`config.mk`:
```
export PLATFORM = sky130hd
export DESIGN_NAME = pdh_adc_axis
export DESIGN_NICKNAME = d
export VERILOG_FILES = /design/src/rtl/pdh_adc_axis.sv
export SDC_FILE = /design/constraint.sdc
export NUM_CORES = 1
export LEC_CHECK = 0
export CAP_MARGIN = 20
export CORE_MARGIN = 5
export CORE_UTILIZATION = 58
export CTS_CLUSTER_DIAMETER = 30
export DETAILED_ROUTE_END_ITERATION = 12
export PLACE_DENSITY_LB_ADDON = 0.2
export SYNTH_ARGS = -nofsm -noshare
export SYNTH_HDL_FRONTEND = slang
export SYNTH_SLANG_ARGS = --single-unit
```
`constraint.sdc`:
```
create_clock -name clk -period 5.04 [get_ports clk]
set_input_delay 1.008 -clock clk [delete_from_list [all_inputs] [get_ports clk]]
set_output_delay 1.008 -clock clk [all_outputs]
set_load 0.02 [all_outputs]
```
`src/rtl/pdh_adc_axis.sv`:
```
`default_nettype none
// ============================================================================
//  Module   : pdh_adc_axis
//  Purpose  : Dual-channel ADC front end for the PDH lock. Registers both raw
//             ADC channels, sign-extends them to 16 bits and optionally
//             negates them with saturation. It then box-car averages 2^N
//             samples per channel and emits one AXI-Stream beat per window.
//             The stream has no tready; downstream always accepts.
//  Ports    : clk              - ADC-domain clock (only clock)
//             rst_n            - asynchronous active-low reset
//             adc_dat_a_i/b_i  - raw two's-complement samples, valid every clk
//             enable_i         - run (1) / flush and hold (0)
//             avg_log2_i       - averaging exponent N, latched per window
//             M_AXIS_tdata_o   - {B[15:0], A[15:0]} window averages
//             M_AXIS_tvalid_o  - one-cycle pulse per averaged beat
//             clip_o           - window held a full-scale sample (with tvalid)
//             beat_cnt_o       - free-running count of emitted beats
//  Revision : 1.0 - initial release
// ============================================================================
module pdh_adc_axis #(
  parameter int ADC_WIDTH        = 14,
  parameter int AXIS_TDATA_WIDTH = 32,
  parameter int MAX_LOG2_AVG     = 4,
  parameter int INVERT           = 1
) (
  input  logic                        clk,
  input  logic                        rst_n,
  input  logic [ADC_WIDTH-1:0]        adc_dat_a_i,
  input  logic [ADC_WIDTH-1:0]        adc_dat_b_i,
  input  logic                        enable_i,
  input  logic [2:0]                  avg_log2_i,
  output logic [AXIS_TDATA_WIDTH-1:0] M_AXIS_tdata_o,
  output logic                        M_AXIS_tvalid_o,
  output logic                        clip_o,
  output logic [31:0]                 beat_cnt_o
);

  localparam int ACC_W  = 16 + MAX_LOG2_AVG;
  localparam int CNT_W  = (MAX_LOG2_AVG > 0) ? MAX_LOG2_AVG : 1;
  localparam int CNT_W1 = CNT_W + 1;

  // avg_log2_i is only 3 bits wide, so the usable exponent never exceeds 7.
  localparam logic [3:0] N_MAX = (MAX_LOG2_AVG >= 7) ? 4'd7 : 4'(MAX_LOG2_AVG);

  localparam logic [ADC_WIDTH-1:0] RAW_MAX = {1'b0, {(ADC_WIDTH-1){1'b1}}};
  localparam logic [ADC_WIDTH-1:0] RAW_MIN = {1'b1, {(ADC_WIDTH-1){1'b0}}};
  localparam logic signed [15:0]   SMP_MAX = 16'((1 << (ADC_WIDTH-1)) - 1);
  localparam logic signed [15:0]   SMP_MIN = ~SMP_MAX;

  // Sign-extend to 16 bits; when inverting, the most negative code maps to
  // the most positive one instead of wrapping back onto itself.
  function automatic logic signed [15:0] condition_sample(input logic [ADC_WIDTH-1:0] raw);
    logic signed [15:0] ext;
    logic signed [15:0] res;
    ext = 16'(signed'(raw));
    res = ext;
    if (INVERT != 0) begin
      if (ext == SMP_MIN) res = SMP_MAX;
      else                res = -ext;
    end
    return res;
  endfunction

  // --------------------------------------------------------------------------
  // Stage 1: raw input registers. enable_i and avg_log2_i travel with the
  // sample, so a window's run state and exponent belong to its samples.
  // --------------------------------------------------------------------------
  logic [ADC_WIDTH-1:0] r_s1_a;
  logic [ADC_WIDTH-1:0] r_s1_b;
  logic                 r_s1_valid;
  logic [2:0]           r_s1_avg;

  always_ff @(posedge clk or negedge rst_n) begin
    if (!rst_n) begin
      r_s1_a     <= '0;
      r_s1_b     <= '0;
      r_s1_valid <= 1'b0;
      r_s1_avg   <= '0;
    end else begin
      r_s1_a     <= adc_dat_a_i;
      r_s1_b     <= adc_dat_b_i;
      r_s1_valid <= enable_i;
      r_s1_avg   <= avg_log2_i;
    end
  end

  // --------------------------------------------------------------------------
  // Stage 2: conditioned samples, raw full-scale detect, clamped exponent
  // --------------------------------------------------------------------------
  logic signed [15:0] r_s2_a;
  logic signed [15:0] r_s2_b;
  logic               r_s2_clip;
  logic               r_s2_valid;
  logic [2:0]         r_s2_avg;
  logic [2:0]         w_avg_clamped;
  logic               w_raw_clip;

  assign w_avg_clamped = ({1'b0, r_s1_avg} > N_MAX) ? N_MAX[2:0] : r_s1_avg;
  assign w_raw_clip    = (r_s1_a == RAW_MAX) || (r_s1_a == RAW_MIN) ||
                         (r_s1_b == RAW_MAX) || (r_s1_b == RAW_MIN);

  always_ff @(posedge clk or negedge rst_n) begin
    if (!rst_n) begin
      r_s2_a     <= '0;
      r_s2_b     <= '0;
      r_s2_clip  <= 1'b0;
      r_s2_valid <= 1'b0;
      r_s2_avg   <= '0;
    end else begin
      r_s2_a     <= condition_sample(r_s1_a);
      r_s2_b     <= condition_sample(r_s1_b);
      r_s2_clip  <= w_raw_clip;
      r_s2_valid <= r_s1_valid;
      r_s2_avg   <= w_avg_clamped;
    end
  end

  // --------------------------------------------------------------------------
  // Stage 3: window accumulation and beat output
  // --------------------------------------------------------------------------
  logic [CNT_W-1:0]         r_cnt;
  logic [2:0]               r_n;
  logic signed [ACC_W-1:0]  r_acc_a;
  logic signed [ACC_W-1:0]  r_acc_b;
  logic                     r_clip_acc;

  logic                     w_first;
  logic [2:0]               w_n;
  logic [CNT_W:0]           w_span;
  logic                     w_last;
  logic signed [ACC_W-1:0]  w_sum_a;
  logic signed [ACC_W-1:0]  w_sum_b;
  logic                     w_clip_tot;

  // The first sample of a window uses the exponent it arrived with; the rest
  // of the window keeps that latched value.
  assign w_first    = (r_cnt == '0);
  assign w_n        = w_first ? r_s2_avg : r_n;
  assign w_span     = CNT_W1'(1) << w_n;
  assign w_last     = ({1'b0, r_cnt} == (w_span - CNT_W1'(1)));
  assign w_sum_a    = w_first ? ACC_W'(r_s2_a) : (r_acc_a + ACC_W'(r_s2_a));
  assign w_sum_b    = w_first ? ACC_W'(r_s2_b) : (r_acc_b + ACC_W'(r_s2_b));
  assign w_clip_tot = r_s2_clip | (!w_first && r_clip_acc);

  always_ff @(posedge clk or negedge rst_n) begin
    if (!rst_n) begin
      r_cnt           <= '0;
      r_n             <= '0;
      r_acc_a         <= '0;
      r_acc_b         <= '0;
      r_clip_acc      <= 1'b0;
      M_AXIS_tdata_o  <= '0;
      M_AXIS_tvalid_o <= 1'b0;
      clip_o          <= 1'b0;
      beat_cnt_o      <= '0;
    end else if (!r_s2_valid) begin
      // Stopped or flushing: drop any partial window, keep the last tdata.
      r_cnt           <= '0;
      r_acc_a         <= '0;
      r_acc_b         <= '0;
      r_clip_acc      <= 1'b0;
      M_AXIS_tvalid_o <= 1'b0;
      clip_o          <= 1'b0;
    end else begin
      r_n             <= w_n;
      M_AXIS_tvalid_o <= w_last;
      clip_o          <= w_last && w_clip_tot;
      if (w_last) begin
        r_cnt          <= '0;
        r_acc_a        <= '0;
        r_acc_b        <= '0;
        r_clip_acc     <= 1'b0;
        // Arithmetic shift floors; the mean of 16-bit samples fits 16 bits.
        M_AXIS_tdata_o <= AXIS_TDATA_WIDTH'({16'(w_sum_b >>> w_n), 16'(w_sum_a >>> w_n)});
        beat_cnt_o     <= beat_cnt_o + 32'd1;
      end else begin
        r_cnt          <= r_cnt + CNT_W'(1);
        r_acc_a        <= w_sum_a;
        r_acc_b        <= w_sum_b;
        r_clip_acc     <= w_clip_tot;
      end
    end
  end

endmodule
`default_nettype wire
```
==> results of run 1 <==
-- where the power goes --
group	switching, mW	total (mW)	internal (mW)
registers	0.211	1.94	1.73
clock network	0.627	1.28	0.652
logic	1.74	2.90	1.16
total	2.58	6.12	3.54
-- sequential cells by signal, summed over array words and instances (netlist names), 4 cells and up --
register	flops
M_AXIS_tdata_o	32
r_cnt	4
r_s1_a	14
r_acc_b	20
r_s2_a	16
r_s1_b	14
beat_cnt_o	32
r_acc_a	20
r_s2_b	16
-- repair_timing --
action                                  in CTS  in global routing
hold buffers                                 0                  0
resized for setup                            0                  1
endpoints found under the setup margin       0                  1
-- synth_stat cells (all sizes together) (6+ instances only) --
cell / number / area (sq um)
nand2b: 11 / 68.8
clkbuf: 42 / 158
and3: 24 / 150
o21ai: 49 / 245
a211oi: 26 / 195
o211ai: 16 / 120
a22oi: 7 / 52.6
o221ai: 7 / 61.3
or3: 11 / 68.8
ha: 46 / 576
nor3: 22 / 131
nor4: 13 / 96.3
and2: 14 / 87.6
nand3: 40 / 205
inv: 25 / 93.8
a221oi: 10 / 87.6
nand2: 152 / 571
nor2b: 10 / 62.6
nand4: 14 / 87.6
xor2: 25 / 219
or4: 10 / 78.8
a21oi: 71 / 355
dfrtp: 183 / 4580
buf: 16 / 67.6
a21o: 19 / 143
a31oi: 15 / 93.8
xnor2: 46 / 403
nor2: 107 / 404
mux2i: 29 / 303
o31ai: 8 / 60.1
nor3b: 6 / 50.1
mux2: 9 / 101
-- routing by layer --
metal	wire, microns	track usage, %	share of wire [%]	vias up
met4	555	7.77	2.1	0
met5	0	0	0	-
met1	11900	36.6	45	4364
met3	2020	4.90	7.7	45
li1	-	-	-	4291
met2	12000	37.9	45	395
-- worst max path at each step --
stage / start / end / cells past startpoint
2_1_floorplan: r_cnt[0]$_DFF_PN0_ / beat_cnt_o[28]$_DFFE_PN0P_ / 18
3_3_place_gp: r_cnt[0]$_DFF_PN0_ / M_AXIS_tdata_o[14]$_DFFE_PN0P_ / 16
3_5_place_dp: r_cnt[0]$_DFF_PN0_ / M_AXIS_tdata_o[17]$_DFFE_PN0P_ / 16
4_1_cts: r_cnt[0]$_DFF_PN0_ / M_AXIS_tdata_o[17]$_DFFE_PN0P_ / 16
5_1_grt: r_cnt[0]$_DFF_PN0_ / M_AXIS_tdata_o[6]$_DFFE_PN0P_ / 16
6_report: r_cnt[0]$_DFF_PN0_ / M_AXIS_tdata_o[6]$_DFFE_PN0P_ / 16
-- critical path: cells and delay by family, from the launching register on --
kind                       cells  cell delay (ps)
muxes                          1              500
xor gates and xnor gates       1              160
adders and majority gates      2              400
AOI/OAI and AO/OA              4              540
buffers and inverters          2              260
DFF                            1              430
and+or+nand+nor                6             2020
-- per-stage QoR --
stage          total power [mW]  worst slack [ps]
2_1_floorplan              3.90              1100
3_3_place_gp               4.75               646
3_5_place_dp               4.80               515
4_1_cts                    6.09               474
5_1_grt                    6.50               211
6_report                   6.12               612
-- area by class of cell --
class | count | area share (%)
Tap cell | 229 | 2.33
Clock buffer | 17 | 3.46
Sequential cell | 183 | 37.2
Multi-Input combinational cell | 879 | 46.2
Clock inverter | 14 | 1.12
Timing Repair Buffer | 111 | 8.90
Inverter | 25 | 0.763
-- cell families (layout without fill, tap and decap cells) --
group                      after synthesis  in the layout  synth area share, %
muxes                                   39             39                 4.04
and+or+nand+nor                        445            445                 20.3
buffers and inverters                   83            167                 3.02
xor gates and xnor gates                71             71                 5.89
DFF                                    183            183                 43.4
adders and majority gates               48             48                 5.83
AOI/OAI and AO/OA                      276            276                 17.5
==> impl_metrics.env, run 1 <==
export IMPL_status="finished, final reports clean"
export IMPL_critPathSlowestCell="or2_2"
export IMPL_final_seq_area_sq_um=4580
export IMPL_fin_cells=1458
export IMPL_synth_edf_count=0
export IMPL_multiInputGateArea_sq_um=5690
export IMPL_worst_r2r_setup_slack_ps=610
export IMPL_final_common_cell="dfrtp_1"
export IMPL_hold_path_depth=0
export IMPL_p_leak_nw=5.48
export IMPL_grt_pass1_vias=8479
export IMPL_yosysWarnings=0
export IMPL_hold_path_class="flip-flop to flip-flop"
export IMPL_final_core_util_pct=68.5
export IMPL_slew_headroom_pct=37.7
export IMPL_grt_max_degree=103
export IMPL_crit_path_end_kind="flip-flop"
export IMPL_wl_per_cell_microns=18.1
export IMPL_portBuffers=99
export IMPL_finalClockSkew_ps=13.2
export IMPL_core_area_sq_um=18000
export IMPL_clock_latency_ps=440
export IMPL_reg2reg_to="M_AXIS_tdata_o[6]$_DFFE_PN0P_"
export IMPL_drc=0
export IMPL_min_to="r_s2_valid$_DFF_PN0_"
export IMPL_r2r_start="r_cnt[0]$_DFF_PN0_"
export IMPL_ioPinCount=100
export IMPL_htree_levels=4
export IMPL_rr_worst_depth=16
export IMPL_max_cap_violations=0
export IMPL_cts_sinks=183
export IMPL_drive_above_1_share_pct=6.10
export IMPL_setup_viol=0
export IMPL_dp_cells=1427
export IMPL_die_w_microns=145
export IMPL_clock_path_buffers=2
export IMPL_finalCritPeriodShare_pct=87.9
export IMPL_max_vdd_ir_drop_v=0.000310
export IMPL_synth_seq_area_share_pct=43.4
export IMPL_vias_per_cell=6.24
export IMPL_synth_cell_types=76
export IMPL_fin_nets=1299
export IMPL_cp_slowest_stage_delay_ps=520
export IMPL_syn_area_sq_um=10600
export IMPL_slew_violations=0
export IMPL_worstSetupPathType="flip-flop to flip-flop"
export IMPL_dieArea_sq_um=21000
export IMPL_drt_iter0_markers=882
export IMPL_tns_ps=0
export IMPL_worst_slew_pin_slew_ps=935
export IMPL_rsz0062_at_grt="false"
export IMPL_netlist_instances=1145
export IMPL_vias=9095
export IMPL_min_from="r_s1_valid$_DFF_PN0_"
export IMPL_postCtsSetupBuffers=0
export IMPL_synth_flop_cell="dfrtp_1"
export IMPL_start_kind="flip-flop"
export IMPL_antenna_found_initial=0
export IMPL_cts_tree="yes"
export IMPL_fin_area_sq_um=12300
export IMPL_synthArstFlopShare_pct=100
export IMPL_crit_path_max_fanout=22
export IMPL_first_pass_iters=6
export IMPL_cp_cell_sequence="inv_1, ha_1, or3b_2, mux2i_4, nand3_2, ha_1, xor2_1, nor3_1, a31oi_1, o32ai_1, o2111ai_1, or2_2, inv_1, nand2_1, or2_2, o221a_2"
export IMPL_area_growth_pct=16.6
export IMPL_worstPathRequired_ps=5360
export IMPL_fmax_mhz=226
export IMPL_hpwl_microns=19200
export IMPL_gr_usage_all_layers_pct=25.0
export IMPL_synthesis_nets=1227
export IMPL_power_density_nw_per_um2=497
export IMPL_routed_wl_microns=26400
export IMPL_synth_area_per_cell_sq_um=9.22
export IMPL_critPathArrivalTime_ps=4750
export IMPL_path_clk_slew_ps=70
export IMPL_cts_buffers=17
export IMPL_ctsRootBufferMaster="clkbuf_16"
export IMPL_ant_nets=0
export IMPL_grt_overflow=0
export IMPL_min_period_ps=4430
export IMPL_place_area_sq_um=11700
export IMPL_n_antenna_cell=0
export IMPL_timing_hold_ws_ps=364
export IMPL_final_cell_mix="dfrtp_1, nand2_1, nor2_1"
export IMPL_rows=49
export IMPL_die_h_microns=145
export IMPL_grt_pass1_wl_microns=44000
export IMPL_hold_viol=0
export IMPL_fillers=1412
export IMPL_gp_congestion=0.912
export IMPL_initial_core_util_pct=58.8
export IMPL_yosys_register_bits=183
Note: power is estimated with default switching activity, not from simulation.
==> run 2: changes to the inputs <==
- REMOVE_ABC_BUFFERS: not set -> 1
==> run 2 against run 1 <==
  * Via count is 0.70% lower
  * Worst hold slack worse by 14 ps
  * Sequential cell count stayed put
  * Global-route usage is 0.26 points lower
  * Sequential power hardly changed
  * First-iteration DRC count is 15% lower
  * Critical path depth is 1 higher
  * Largest cell class unchanged
  * Total power is 1.4% higher
==> impl_metrics.env, run 2 (same netlist as run 1, synthesis figures left out) <==
export IMPL_die_h_microns=145
export IMPL_ant_nets=0
export IMPL_ctsResizeCount=0
export IMPL_power_mw=6.20
export IMPL_crit_path_end_kind="flip-flop"
export IMPL_reg_top3="M_AXIS_tdata_o (32), beat_cnt_o (32)"
export IMPL_area_growth_pct=17.0
export IMPL_clock_path_buffers=2
export IMPL_final_core_util_pct=68.8
export IMPL_path_clk_slew_ps=70
export IMPL_drc=0
export IMPL_worstSetupPathType="flip-flop to flip-flop"
export IMPL_gp_congestion=0.911
export IMPL_finalClockSkew_ps=10.2
export IMPL_slew_violations=0
export IMPL_p_leak_nw=5.50
export IMPL_n_antenna_cell=0
export IMPL_power_density_nw_per_um2=502
export IMPL_max_vdd_ir_drop_v=0.000379
export IMPL_rsz0062_at_grt="false"
export IMPL_worst_path_buf_inv=3
export IMPL_first_pass_iters=5
export IMPL_grt_max_degree=97
export IMPL_max_cap_violations=0
export IMPL_start_kind="flip-flop"
export IMPL_finalCritPeriodShare_pct=88.2
export IMPL_ctsHoldBuffers=0
export IMPL_dp_cells=1428
export IMPL_vias_per_cell=6.19
export IMPL_worstPathRequired_ps=5360
export IMPL_hold_path_class="flip-flop to flip-flop"
export IMPL_fin_cells=1460
export IMPL_hold_viol=0
export IMPL_critPathArrivalTime_ps=4760
export IMPL_gr_usage_all_layers_pct=24.8
export IMPL_clock_latency_ps=440
export IMPL_critPathSlowestCell="or3b_2"
export IMPL_cp_cell_sequence="inv_1, ha_1, or3b_2, mux2i_4, nand3_2, ha_1, xor2_1, nor3_1, a31oi_1, o32ai_1, o2111ai_1, or2_4, inv_1, buf_4, nand2_1, nor2_1, a221o_1"
export IMPL_tns_ps=0
export IMPL_portBuffers=99
export IMPL_place_area_sq_um=11800
export IMPL_die_w_microns=145
export IMPL_fin_area_sq_um=12400
export IMPL_min_period_ps=4450
export IMPL_fmax_mhz=225
export IMPL_worst_slew_pin_slew_ps=845
export IMPL_ctsRootBufferMaster="clkbuf_16"
export IMPL_ioPinCount=100
export IMPL_fin_nets=1300
export IMPL_cts_sinks=183
export IMPL_cp_slowest_stage_delay_ps=500
export IMPL_hpwl_microns=18700
export IMPL_postCtsSetupBuffers=0
export IMPL_setup_viol=0
export IMPL_core_area_sq_um=18000
export IMPL_grt_overflow=0
export IMPL_setup_ws_ps=593
export IMPL_htree_levels=4
export IMPL_crit_path_max_fanout=40
export IMPL_antenna_found_initial=0
export IMPL_post_place_ws_ps=385
export IMPL_slew_headroom_pct=43.6
export IMPL_wl_per_cell_microns=18.1
export IMPL_status="finished, final reports clean"
export IMPL_drive_above_1_share_pct=6.17
export IMPL_cts_tree="yes"
export IMPL_vias=9031
export IMPL_cts_buffers=17
export IMPL_initial_core_util_pct=58.8
export IMPL_drt_iter0_markers=751
export IMPL_crit_family="simple AND/OR/NAND/NOR gates"
export IMPL_grt_pass1_wl_microns=43300
export IMPL_rows=49
export IMPL_dieArea_sq_um=21000
export IMPL_fillers=1436
export IMPL_grt_pass1_vias=8560
export IMPL_final_cell_mix="dfrtp_1, nand2_1, nor2_1"
export IMPL_timing_hold_ws_ps=349
export IMPL_routed_wl_microns=26500
export IMPL_final_common_cell="dfrtp_1"
-- run 2: cell types whose count changed in the layout (fill, tap and decap cells not counted) --
cell and delta:
bufinv_16 +2, clkbuf_1 +1, or2_4 +1, or2_2 -1, buf_4 +1, clkinv_4 -5
inv_6 +3, inv_8 -2, clkbuf_8 +1, clkinv_8 -1, clkinvlp_4 +2
-- run 2: cell type report --
type                            count  area [sq um]  area share [%]
Multi-Input combinational cell    879          5690            46.1
Sequential cell                   183          4580            37.1
Clock inverter                     13           156            1.27
Inverter                           25          93.8           0.760
Tap cell                          229           287            2.32
Timing Repair Buffer              112          1100            8.92
Clock buffer                       19           443            3.59
-- run 2: path summary, 6_finish.rpt --
path / slack (ps) / endpoint / depth (start not counted) / start
max in group asynchronous: 3430 / beat_cnt_o[9]$_DFFE_PN0P_ / 2 / rst_n
min in group asynchronous: 650 / beat_cnt_o[31]$_DFFE_PN0P_ / 1 / rst_n
worst max-delay path: 590 / M_AXIS_tdata_o[10]$_DFFE_PN0P_ / 17 / r_cnt[0]$_DFF_PN0_
worst min-delay path: 350 / r_s2_valid$_DFF_PN0_ / 0 / r_s1_valid$_DFF_PN0_
worst min register to register: 350 / r_s2_valid$_DFF_PN0_ / 0 / r_s1_valid$_DFF_PN0_
worst max register to register: 590 / M_AXIS_tdata_o[10]$_DFFE_PN0P_ / 17 / r_cnt[0]$_DFF_PN0_
-- run 2: layer usage --
metal / share of wire [%] / GRT usage [%] / up-vias / wire [microns]
met5: 0 / 0 / - / 0
met4: 2.1 / 8.24 / 0 / 556
met1: 43 / 34.5 / 4290 / 11400
met2: 46 / 39.0 / 406 / 12200
li1: - / - / 4293 / -
met3: 8.6 / 5.18 / 42 / 2270
-- run 2: power breakdown --
part	internal, mW	switching [mW]
registers	1.73	0.205
clock network	0.759	0.610
logic	1.16	1.74
